$ cat src/rtl/function_unit_mc.sv
// Execute stage: single-cycle ALU/shift ops plus a 16-step shift-add multiplier.
// Results, write-back address and status flags are registered per completed op.
module function_unit_mc #(
    parameter int WIDTH = 16,
    parameter int AW    = 4
) (
    input  logic             clk,
    input  logic             rst,
    input  logic [WIDTH-1:0] A,
    input  logic [WIDTH-1:0] B,
    input  logic [3:0]       FS,
    input  logic [AW-1:0]    DA_in,
    input  logic             start,
    output logic [WIDTH-1:0] D,
    output logic [AW-1:0]    DA,
    output logic             RW,
    output logic             busy,
    output logic             done,
    output logic             V,
    output logic             C,
    output logic             N,
    output logic             Z
);
    typedef enum logic {IDLE, MUL} state_t;

    localparam logic [3:0]       FS_MUL = 4'hB;
    localparam logic [WIDTH-1:0] ONE    = WIDTH'(1);
    localparam int               MSB    = WIDTH - 1;

    state_t             state_q, state_d;
    logic [4:0]         cnt_q, cnt_d;
    logic [2*WIDTH-1:0] acc_q, acc_d, mcand_q, mcand_d;
    logic [2*WIDTH-1:0] acc_step;
    logic [WIDTH-1:0]   mplier_q, mplier_d;
    logic [AW-1:0]      pend_da_q, pend_da_d;
    logic [WIDTH-1:0]   d_q, d_d;
    logic [AW-1:0]      da_q, da_d;
    logic               rw_q, rw_d, busy_q, busy_d, done_q, done_d;
    logic               v_q, v_d, c_q, c_d, n_q, n_d, z_q, z_d;

    logic [WIDTH-1:0]   res;
    logic [WIDTH:0]     ext;
    logic               res_c, res_v;

    // Single-cycle operation result and its carry/overflow
    always_comb begin
        res   = '0;
        ext   = '0;
        res_c = 1'b0;
        res_v = 1'b0;
        case (FS)
            4'h0: res = A;
            4'h1: begin
                ext   = {1'b0, A} + {1'b0, ONE};
                res   = ext[WIDTH-1:0];
                res_c = ext[WIDTH];
                res_v = ~A[MSB] & res[MSB];
            end
            4'h2: begin
                ext   = {1'b0, A} + {1'b0, B};
                res   = ext[WIDTH-1:0];
                res_c = ext[WIDTH];
                res_v = (A[MSB] == B[MSB]) && (res[MSB] != A[MSB]);
            end
            4'h3: begin
                ext   = {1'b0, A} - {1'b0, B};
                res   = ext[WIDTH-1:0];
                res_c = ~ext[WIDTH];
                res_v = (A[MSB] != B[MSB]) && (res[MSB] != A[MSB]);
            end
            4'h4: begin
                ext   = {1'b0, A} - {1'b0, ONE};
                res   = ext[WIDTH-1:0];
                res_c = ~ext[WIDTH];
                res_v = A[MSB] & ~res[MSB];
            end
            4'h5: res = A & B;
            4'h6: res = A | B;
            4'h7: res = A ^ B;
            4'h8: res = ~A;
            4'h9: begin
                res   = {1'b0, B[WIDTH-1:1]};
                res_c = B[0];
            end
            4'hA: begin
                res   = {B[WIDTH-2:0], 1'b0};
                res_c = B[MSB];
            end
            4'hC: res = B;
            default: res = '0;
        endcase
    end

    assign acc_step = mplier_q[0] ? acc_q + mcand_q : acc_q;

    always_comb begin
        state_d   = state_q;
        cnt_d     = cnt_q;
        acc_d     = acc_q;
        mcand_d   = mcand_q;
        mplier_d  = mplier_q;
        pend_da_d = pend_da_q;
        d_d       = d_q;
        da_d      = da_q;
        busy_d    = busy_q;
        v_d       = v_q;
        c_d       = c_q;
        n_d       = n_q;
        z_d       = z_q;
        rw_d      = 1'b0;
        done_d    = 1'b0;
        case (state_q)
            IDLE: begin
                if (start) begin
                    if (FS == FS_MUL) begin
                        state_d   = MUL;
                        busy_d    = 1'b1;
                        cnt_d     = '0;
                        acc_d     = '0;
                        mcand_d   = {{WIDTH{1'b0}}, A};
                        mplier_d  = B;
                        pend_da_d = DA_in;
                    end else if (FS > 4'hC) begin
                        done_d = 1'b1;
                    end else begin
                        d_d    = res;
                        da_d   = DA_in;
                        v_d    = res_v;
                        c_d    = res_c;
                        n_d    = res[MSB];
                        z_d    = (res == '0);
                        rw_d   = 1'b1;
                        done_d = 1'b1;
                    end
                end
            end
            MUL: begin
                acc_d    = acc_step;
                mcand_d  = mcand_q << 1;
                mplier_d = mplier_q >> 1;
                cnt_d    = cnt_q + 5'd1;
                if (cnt_q == 5'd15) begin
                    state_d = IDLE;
                    busy_d  = 1'b0;
                    d_d     = acc_step[WIDTH-1:0];
                    da_d    = pend_da_q;
                    v_d     = 1'b0;
                    c_d     = (acc_step[2*WIDTH-1:WIDTH] != '0);
                    n_d     = acc_step[MSB];
                    z_d     = (acc_step[WIDTH-1:0] == '0);
                    rw_d    = 1'b1;
                    done_d  = 1'b1;
                end
            end
            default: state_d = IDLE;
        endcase
    end

    always_ff @(posedge clk) begin
        if (rst) begin
            state_q   <= IDLE;
            cnt_q     <= '0;
            acc_q     <= '0;
            mcand_q   <= '0;
            mplier_q  <= '0;
            pend_da_q <= '0;
            d_q       <= '0;
            da_q      <= '0;
            rw_q      <= 1'b0;
            busy_q    <= 1'b0;
            done_q    <= 1'b0;
            v_q       <= 1'b0;
            c_q       <= 1'b0;
            n_q       <= 1'b0;
            z_q       <= 1'b0;
        end else begin
            state_q   <= state_d;
            cnt_q     <= cnt_d;
            acc_q     <= acc_d;
            mcand_q   <= mcand_d;
            mplier_q  <= mplier_d;
            pend_da_q <= pend_da_d;
            d_q       <= d_d;
            da_q      <= da_d;
            rw_q      <= rw_d;
            busy_q    <= busy_d;
            done_q    <= done_d;
            v_q       <= v_d;
            c_q       <= c_d;
            n_q       <= n_d;
            z_q       <= z_d;
        end
    end

    assign D    = d_q;
    assign DA   = da_q;
    assign RW   = rw_q;
    assign busy = busy_q;
    assign done = done_q;
    assign V    = v_q;
    assign C    = c_q;
    assign N    = n_q;
    assign Z    = z_q;
endmodule
$ cat config.mk
export PLATFORM = sky130hd
export DESIGN_NAME = function_unit_mc
export DESIGN_NICKNAME = d
export VERILOG_FILES = /design/src/rtl/function_unit_mc.sv
export SDC_FILE = /design/constraint.sdc
export NUM_CORES = 1
export LEC_CHECK = 0
export CAP_MARGIN = 20
export CORE_UTILIZATION = 35
export DETAILED_ROUTE_END_ITERATION = 7
export DONT_BUFFER_PORTS = 1
export SYNTH_ARGS = -nofsm -noshare
export SYNTH_HDL_FRONTEND = slang
export SYNTH_SLANG_ARGS = --single-unit
$ cat constraint.sdc
create_clock -name clk -period 5 [get_ports clk]
set_clock_uncertainty 0.05 [all_clocks]
set_input_delay 1 -clock clk [delete_from_list [all_inputs] [get_ports clk]]
set_output_delay 1 -clock clk [all_outputs]
set_load 0.005 [all_outputs]
==> metrics.txt, run 1 <==
count leader, synth=nor2_1; GRT Total Usage=24.6%; largest net degree at the start of global routing=~120; worst-margin pin slew=~1.1 ns; total gr overflow=0; first-pass GRT wire length=60300 um; htree depth=4; Sink Count=116; RSZ-0062 raised after global routing=no; syn nets=~1600; crit path launch type=primary input; clk_lat worst skew=0.42 ns; Root Buffer=clkbuf_16; Cell Rows=63; Synth cell types=between 80 and 90; final net count=1571; outcome=finished clean; Slowest-stage cell, CP=a2111o_1; Synth top cells by count=nor2_1, a21oi_1, nand2_1, dfxtp_1, clkbuf_1; Max transition margin=26.8%; YS warnings=0; Setup Viol. Count Final=0; crit path cell chain=inv_1 > ha_1 > nor2b_4 > o211a_1 > o32a_4 > a21o_1 > a21o_1 > a221o_1 > a2111o_1 > nor4_1 > nand4_1 > a311oi_2; fillers=3140; Via density=a little over 6; CTS max path bufs=2; largest family of logic cells by synthesized area=compound AO/OA/AOI/OAI gates; drt wl/cell=21.0 um; multiplexer area fraction after synthesis=approximately 3.2%; hold buffer count at cts=0; leakage=roughly 0.0047 uW; max-slew violations=0; post-synthesis xor/xnor area fraction=2.92%; period utilisation layout=78.6%; Synth-to-Final Area Change=7.43%; initial drt markers=around 1400; Total Routed Length=about 39000 um; compound-cell area share of the yosys netlist=a little under a third; post-DP HPWL=between 20000 and 30000 um; VDD IR max=156 uV; CTS buffer count=17; crit path kind=in2reg; Post-route DRC=0; CP required=5.28 ns; post-CTS sizing=0; Max stage delay on crit path=approximately 0.44 ns; WHS=a little over 0.4 ns; flops & latches, synth=approximately 120; Cells after Synth=roughly 1500; Initial Util=36.0%; Post-synth EDFFs=0; Mapped Area=10800 sq um; number of port buffers=0; share of the synthesized area in the top cell type=21.5%; FMAX=254 MHz; Cell Pwr Density=227 nW/um^2; Fin Setup TNS=0 ns; placed cell areas=11000 sq um; post-route cell area=between 10000 and 15000 sq um; top cells by area, synth=dfxtp_1, ha_1, a21oi_1; Synth Flop Type=dfxtp_1; postcts setup bufs=0; CP dominant cell by count=a21o_1; ant diodes=0; Synth Area in Simple Gates=24.2%; Die Wd=178 um; synthesized area per cell=7.14 sq um; adder-cell share of the synthesized area=10.8%; post-synth top area cell=dfxtp_1; clock-pin slew on the worst setup and hold paths=0.06 ns; drt pass-1 iters=5; die height=around 180 um; Max Cap Violations=0; vias in the first global route=10507; asr flop ratio synth=0%; Seq/Total Area, Yosys=21.5%; CP Capture Type=flop; CTS tree=yes; layout cell share with drive strength beyond 1=6.14%; Pwr Total=2630 uW; endpoints failing hold=0; antenna-violating nets left=0; # IOs=70; Final GP Congestion=0.969; die footprint=31500 sq um; WP data arrival=4.21 ns; antenna violations before repair=1; core area=30000 sq um; min Tclk post-route=3.93 ns; via count=approximately 11000; Worst Hold Class=reg2reg; worst-path fanout max=11
[layout by cell type (no fill, tap or decap), types with 6 or more instances in the layout]
cell type / instances
buf_4: 23
and3_1: 29
clkbuf_16: 17
a22oi_1: 24
a21o_1: 26
a21oi_1: 181
nand3_1: 27
o21bai_1: 6
xnor2_1: 24
nand2_1: 122
o21a_1: 11
a211oi_1: 21
dfxtp_1: 115
inv_1: 54
o221ai_1: 11
nand4_1: 26
and2_1: 8
o22ai_1: 13
mux2i_1: 25
nor2_1: 222
o31ai_1: 6
mux2_2: 8
nor2b_1: 19
ha_1: 88
a2111oi_0: 6
nor4_1: 7
a22o_1: 11
or3_1: 7
o211ai_1: 18
nand2b_1: 19
a221oi_1: 10
a31oi_1: 20
nor3_1: 35
xor2_1: 12
a221o_1: 9
o21ai_0: 67
or4_1: 8
[layer usage]
layer | GRT usage [%] | share of wire, % | up-vias
met3 | 4.76 | 8.2 | 69
li1 | - | - | 5392
met5 | 0 | 0.039 | -
met1 | 34.2 | 46 | 5339
met2 | 37.1 | 43 | 501
met4 | 9.12 | 2.8 | 2
[worst max-delay path, delay by kind of cell]
family | cells | cell delay (ns)
AND/OR/NAND/NOR | 3 | 0.71
AO/OA/AOI/OAI | 7 | 2.00
adder cells (fa/ha/maj) | 1 | 0.43
buffers and inverters | 1 | 0.06
[cell families (layout without fill, tap and decap cells)]
logic type / Yosys count / after routing
and+or+nand+nor: 554 / 554
AOI/OAI and AO/OA: 511 / 511
buffers and inverters: 170 / 109
DFF: 116 / 116
adders and majority gates: 91 / 91
xor gates and xnor gates: 36 / 36
muxes: 33 / 33
[final timing paths]
kind / cells after the start / startpoint / end / slack (ns)
worst min register to register: 2 / D[7] / D[7] / 0.41
worst max register to register: 12 / mcand_q[0] / C / 1.42
worst min-delay path: 2 / D[7] / D[7] / 0.41
worst max-delay path: 12 / A[2] / Z / 1.07
[stage by stage]
step	worst slack [ns]	cells	util [%]
floorplan	0.850	1511	-
global placement	0.734	1808	36.8
detailed placement	0.713	1808	36.8
CTS	1.13	1840	38.7
global route	0.929	1840	38.7
finish	1.07	1840	38.7
[where the power goes]
part	internal (uW)	switching, uW	leakage (uW)	total (uW)
clock	738	456	0.000276	1190
sequential	945	20.0	0.000940	965
combinational	174	300	0.00346	475
[registers in the layout, summed over array words and instances, names as in the netlist]
signal and count:
C 1, busy 1, RW 1, mcand_q 32, D 16, done 1
pend_da_q 4, DA 4, state_q 1, cnt_q 5, Z 1, acc_q 32
V 1, mplier_q 16
[layout make-up]
class / instances / area (sq um) / share of cell area (%)
Multi-Input combinational cell: 1225 / 7820 / 67.5
Timing Repair Buffer: 23 / 173 / 1.49
Sequential cell: 116 / 2330 / 20.1
Tap cell: 390 / 488 / 4.21
Inverter: 54 / 203 / 1.75
Clock inverter: 10 / 96.3 / 0.831
Clock buffer: 22 / 484 / 4.18
Power figures use the tool's default switching activity.
==> inputs of run 2 (changes only) <==
clock period = 3.3 ns   (was 5 ns; I/O delays follow)
==> run 2 against run 1 <==
The flow now finishes with violations (setup timing). Register-to-register slack lost 1.5 ns. Wire length is 7.3% higher. Count of clock-buffer cells in the layout is 5 lower. Critical endpoint is now C. Critical path depth unchanged. Utilization increased by 5.2 points. Total power is 58% higher.
==> metrics.txt, run 2 (synthesis results as in run 1) <==
Post-route DRC=0 (unchanged); Final GP Congestion=0.988 (+1.9%); Sink Count=116 (unchanged); Setup Viol. Count Final=2 (+2); initial drt markers=1280 (-10%); layout cell share with drive strength beyond 1=18.2% (+12 points); outcome=complete, but fails checks; Buf/Inv on CP=1 (unchanged); WP data arrival=3.63 ns (-0.58 ns); Worst Hold Class=in2reg; worst-margin pin slew=1.12 ns (+0.0261 ns); antenna violations before repair=0 (-1); Max Cap Violations=0 (unchanged); failing checks=setup timing; clock power share=41.6% (-3.7 points); RSZ-0062 raised after global routing=yes; post-DP HPWL=31100 um (+9.8%); VDD IR max=337 uV (+120%); vias in the first global route=11024 (+4.9%); htree depth=4 (unchanged); Cell Rows=63 (unchanged); top flop regs=acc_q: 32 flops, mcand_q: 32 flops; switch share=31.4% (+1.9 points); CP Capture Type=flop; Cell Int Power=2860 uW (+54%); Max stage delay on crit path=0.39 ns (-0.05 ns); Initial Util=36.0% (unchanged); leakage=0.00555 uW (+19%); die footprint=31500 sq um (unchanged); crit path kind=reg2reg; Placed Cells incl. Taps=1982 (+9.6%); Max transition margin=25.4% (-1.5 points); crit path cell chain=ha_1 > buf_4 > and4_1 > a221oi_1 > a21boi_1 > o22a_1 > o221ai_1 > a311oi_1 > xnor2_1 > o31a_1 > nor4b_2 > a21oi_1; largest net degree at the start of global routing=118 (unchanged); clk_lat worst skew=0.43 ns (about the same); FMAX=297 MHz; switching power=1310 uW (+68%); Sequential Power Share=35.0% (-1.6 points); Total Routed Length=41400 um (+7.3%); Slowest-stage cell, CP=a311oi_1; Cell Pwr Density=317 nW/um^2 (+40%); CP required=3.56 ns (-1.72 ns); number of port buffers=0 (unchanged); core area=30000 sq um (unchanged); Pwr Total=4170 uW (+58%); logic gate share of total power=23.4% (+5.4 points); clock-pin slew on the worst setup and hold paths=0.06 ns (about the same); first-pass GRT wire length=63500 um (+5.3%); drt pass-1 iters=5 (unchanged); min Tclk post-route=around 3.4 ns; max-slew violations=0 (unchanged); CTS buffer count=17 (unchanged); highest-count cells in the layout ignoring fill and taps=nor2_1, buf_4, a21oi_1; antenna-violating nets left=0 (unchanged); post-route setup slack=-0.0713 ns (-1.14 ns); CTS tree=yes; Die Wd=178 um (unchanged); endpoints failing hold=0 (unchanged); via count=12049 (+6.6%); fillers=3070 (-2.2%); CTS max path bufs=2 (unchanged); total gr overflow=0 (unchanged); Via density=5.96 (-2.9%); delay-heaviest family, CP=compound AO/OA/AOI/OAI gates; # IOs=70 (unchanged); final net count=1751 (+11%); drt wl/cell=20.5 um (-2.2%); Synth-to-Final Area Change=21.7%; worst-path fanout max=5 (-6); Root Buffer=clkbuf_16; most common cell after layout, fill and taps aside=nor2_1; GRT Total Usage=26.2% (+1.6 points); period utilisation layout=102%; die height=178 um (unchanged); crit path launch type=flop; Non-Filler Instances=2020 (+9.8%); ant diodes=0 (unchanged)
## run 2: cell count changes in the layout (fill, tap and decap cells not counted), sizes merged
cell      previous run  this run
clkinvlp             4         5
bufinv               1         0
inv                 57        56
buf                 23       203
clkbuf              22        17
clkinv               2         8
## run 2: through the flow
stage / setup TNS, ns / instance area [sq um] / utilization, % / setup WS [ns] / hold slack (ns)
2_1_floorplan: -0.342 / 10900 / - / -0.204 / 0.398
3_3_place_gp: -2.00 / 12400 / 41.5 / -0.510 / 0.401
3_5_place_dp: -2.63 / 12400 / 41.5 / -0.585 / 0.410
4_1_cts: -0.0529 / 13000 / 43.4 / -0.0529 / 0.235
5_1_grt: -0.732 / 13100 / 43.9 / -0.222 / 0.230
6_report: -0.134 / 13100 / 43.9 / -0.0713 / 0.245
## run 2: path summary, 6_finish.rpt
path         cells past startpoint      endpoint  startpoint  slack, ns
max                             12             C    acc_q[6]      -0.07
min                              1  mplier_q[14]         rst       0.25
max reg2reg                     12             C    acc_q[6]      -0.07
min reg2reg                      2          D[8]        D[8]       0.42
## run 2: what timing repair did
action	CTS	global route
hold buffers	0	0
resized for setup	2	29
endpoints found under the setup margin	1	7
pin swaps	2	22
buffers inserted	0	6
## run 2: metal layers
metal  track usage (%)  share of wire (%)
met4              9.08                3.1
met3              4.22                8.6
met2              40.3                 43
met1              36.6                 45
met5                 0                  0
## run 2: area by class of cell
| type | count | area, sq um | share of cell area, % |
|---|---|---|---|
| clock buffer | 17 | 425 | 3.24 |
| clock inverter | 15 | 129 | 0.981 |
| inverter | 54 | 220 | 1.68 |
| multi-input combinational | 1225 | 7960 | 60.6 |
| sequential | 116 | 2330 | 17.7 |
| tap | 390 | 488 | 3.71 |
| timing repair buffer | 203 | 1590 | 12.1 |
## run 2: worst register-to-register path, cell delays in order, from the launching register on
cell and delay [ns]:
dfxtp_1 0.32, ha_1 0.33, buf_4 0.17, and4_1 0.21, a221oi_1 0.21, a21boi_1 0.31
o22a_1 0.21, o221ai_1 0.21, a311oi_1 0.39, xnor2_1 0.15, o31a_1 0.35, nor4b_2 0.27
a21oi_1 0.09
## run 2: power by group through the flow
| stage | clock network, uW | logic (uW) | registers [uW] |
|---|---|---|---|
| floorplan | 0 | 574 | 1480 |
| global placement | 0 | 924 | 1490 |
| detailed placement | 0 | 925 | 1490 |
| CTS | 1760 | 931 | 1460 |
| global route | 1830 | 1050 | 1460 |
| finish | 1730 | 976 | 1460 |
==> inputs of run 3 (changes only) <==
CORE_UTILIZATION = 59   (was 35)
PLACE_DENSITY = 0.78   (was not set)
==> run 3 against run 2 <==
The run still ends with setup timing left. Utilization up 30 points. Critical path type unchanged. Largest cell class unchanged. Global-route usage increased by 17 points. First-iteration DRC count is 65% higher. Maximum frequency up 0.13%. Via count increased by 7.1%.
==> metrics.txt, run 3 (synthesis results as in run 1) <==
# IOs=70 (unchanged); clock-pin slew on the worst setup and hold paths=0.06 ns (about the same); Root Buffer=clkbuf_16; GRT Total Usage=42.7% (+17 points); Initial Util=60.1% (+24 points); ant diodes=0 (unchanged); placed cell areas=12300 sq um (-1.1%); min Tclk post-route=3.37 ns (-0.00421 ns); antenna-violating nets left=0 (unchanged); Min-Delay Endpoint=D[15]; die footprint=18800 sq um (-40%); post-DP HPWL=29700 um (-4.5%); antenna violations before repair=0 (unchanged); post-route cell area=13300 sq um (+1.4%); hold buffer count at cts=0 (unchanged); Total Routed Length=41900 um (+1.1%); Post-route DRC=0 (unchanged); layout cell share with drive strength beyond 1=21.4% (+3.2 points); CTS buffer count=17 (unchanged); Worst Min Path Start=rst; first-pass GRT wire length=61800 um (-2.7%); Cell Int Power=3000 uW (+4.8%); max-slew violations=0 (unchanged); vias in the first global route=11370 (+3.1%); Fin Setup TNS=-0.0964 ns (+0.0374 ns); outcome=complete, but fails checks; Sink Count=116 (unchanged); crit path kind=reg2reg; Die Wd=137 um (-23%); RSZ-0062 raised after global routing=yes; core area=18000 sq um (-40%); FMAX=297 MHz (+0.13%); switch share=30.2% (-1.2 points); Final GP Congestion=1.09 (+11%); die height=137 um (-23%); initial drt markers=2113 (+65%); Synth-to-Final Area Change=23.5%; clock power share=43.2% (+1.6 points); CTS tree=yes; CP Capture Type=flop; crit path launch type=flop; total gr overflow=0 (unchanged); worst-margin pin slew=1.11 ns (-0.00399 ns); VDD IR max=417 uV (+24%); Max transition margin=25.7% (+0.27 points); CP required=3.55 ns (about the same); CTS max path bufs=2 (unchanged); R2R Setup Slk=-0.07 ns (about the same); period utilisation layout=102% (-0.13 points); Worst R2R Start=acc_q[0]; WP data arrival=3.62 ns (about the same); highest-count cells in the layout ignoring fill and taps=buf_4, nor2_1, a21oi_1; drt pass-1 iters=8 (+3); most common cell after layout, fill and taps aside=buf_4; Cell Pwr Density=322 nW/um^2 (+1.7%); top flop regs=acc_q: 32 flops, mcand_q: 32 flops; htree depth=4 (unchanged); failing checks=setup timing; WHS Path Cells=1 (unchanged); Sequential Power Share=34.0% (-1.0 points); Reg2Reg Depth=15 (+3); Worst Hold Class=in2reg; final net count=1776 (+1.4%); worst-path fanout max=4 (-1); largest net degree at the start of global routing=118 (unchanged); Via density=6.85 (+15%); leakage=0.00572 uW (+2.9%); post-route setup slack=-0.0671 ns (+0.00421 ns); Cell Rows=49 (-22%); switching power=1300 uW (-0.67%); WHS=0.254 ns (+0.00907 ns); drt wl/cell=22.2 um (+8.4%); clk_lat worst skew=0.42 ns (about the same); number of port buffers=0 (unchanged); via count=12903 (+7.1%); capturing point of the worst reg2reg path=C; Setup Viol. Count Final=2 (unchanged); endpoints failing hold=0 (unchanged); Max Cap Violations=0 (unchanged); logic gate share of total power=22.8% (-0.6 points)
run 3: cell count changes in the layout (fill, tap and decap cells not counted), sizes merged:
| cell | delta |
|---|---|
| buf | +25 |
| clkinv | -3 |
| bufinv | +2 |
| clkbuf | +1 |
run 3: what timing repair did:
action | in CTS | in global routing
buffers inserted | 2 | 16
setup endpoints to repair | 3 | 8
pin swaps | 6 | 44
gates resized for setup | 14 | 60
run 3: per-stage QoR:
step | utilization [%] | total power [uW] | setup slack, ns | std cells
2_1_floorplan | - | 2050 | -0.204 | 1511
3_3_place_gp | 68.4 | 2360 | -0.548 | 1834
3_5_place_dp | 68.4 | 2380 | -0.707 | 1834
4_1_cts | 72.1 | 4210 | -0.0240 | 1868
5_1_grt | 74.2 | 4430 | -0.161 | 1884
6_report | 74.2 | 4300 | -0.0671 | 1884
run 3: final cells by class:
class | instances | area (sq um)
Clock inverter | 14 | 153
Sequential cell | 116 | 2330
Fill cell | 1401 | 4640
Tap cell | 229 | 287
Inverter | 54 | 218
Clock buffer | 18 | 429
Multi-Input combinational cell | 1225 | 8160
Timing Repair Buffer | 228 | 1750
run 3: power by group through the flow:
| stage | Combinational, uW | Sequential [uW] | Clock [uW] |
|---|---|---|---|
| after detailed placement | 886 | 1490 | 0 |
| after global routing | 1030 | 1460 | 1930 |
| final | 979 | 1460 | 1860 |
| after CTS | 895 | 1460 | 1850 |
| after floorplan | 574 | 1480 | 0 |
| after global placement | 875 | 1490 | 0 |
run 3: worst max-delay path by stage:
stage / from / endpoint / slack (ns) / depth (start not counted)
after floorplan: A[8] / Z / -0.20 / 14
after global placement: A[0] / Z / -0.55 / 15
after detailed placement: A[0] / Z / -0.71 / 15
after CTS: A[0] / Z / -0.02 / 15
after global routing: mcand_q[0] / C / -0.16 / 15
final: acc_q[0] / C / -0.07 / 15
run 3: layer usage:
metal | part of all wire, % | wire length [um] | track usage [%] | vias to the layer above
met4 | 6.0 | 2500 | 20.9 | 0
met5 | 0 | 0 | 0 | -
li1 | - | - | - | 5786
met3 | 14 | 5670 | 9.97 | 219
met2 | 41 | 17300 | 63.7 | 998
met1 | 39 | 16400 | 57.6 | 5900
run 3: critical path, cell delays in order, from the launching register on:
cell       delay, ns
dfxtp_2         0.34
ha_4            0.16
fa_2            0.41
a21o_1          0.24
o2bb2ai_2       0.15
buf_4           0.14
a21boi_2        0.13
buf_4           0.15
o22a_1          0.22
buf_6           0.12
a21oi_2         0.05
or3_4           0.41
xnor2_4         0.20
a41oi_2         0.18
a211oi_2        0.22
a21oi_1         0.10
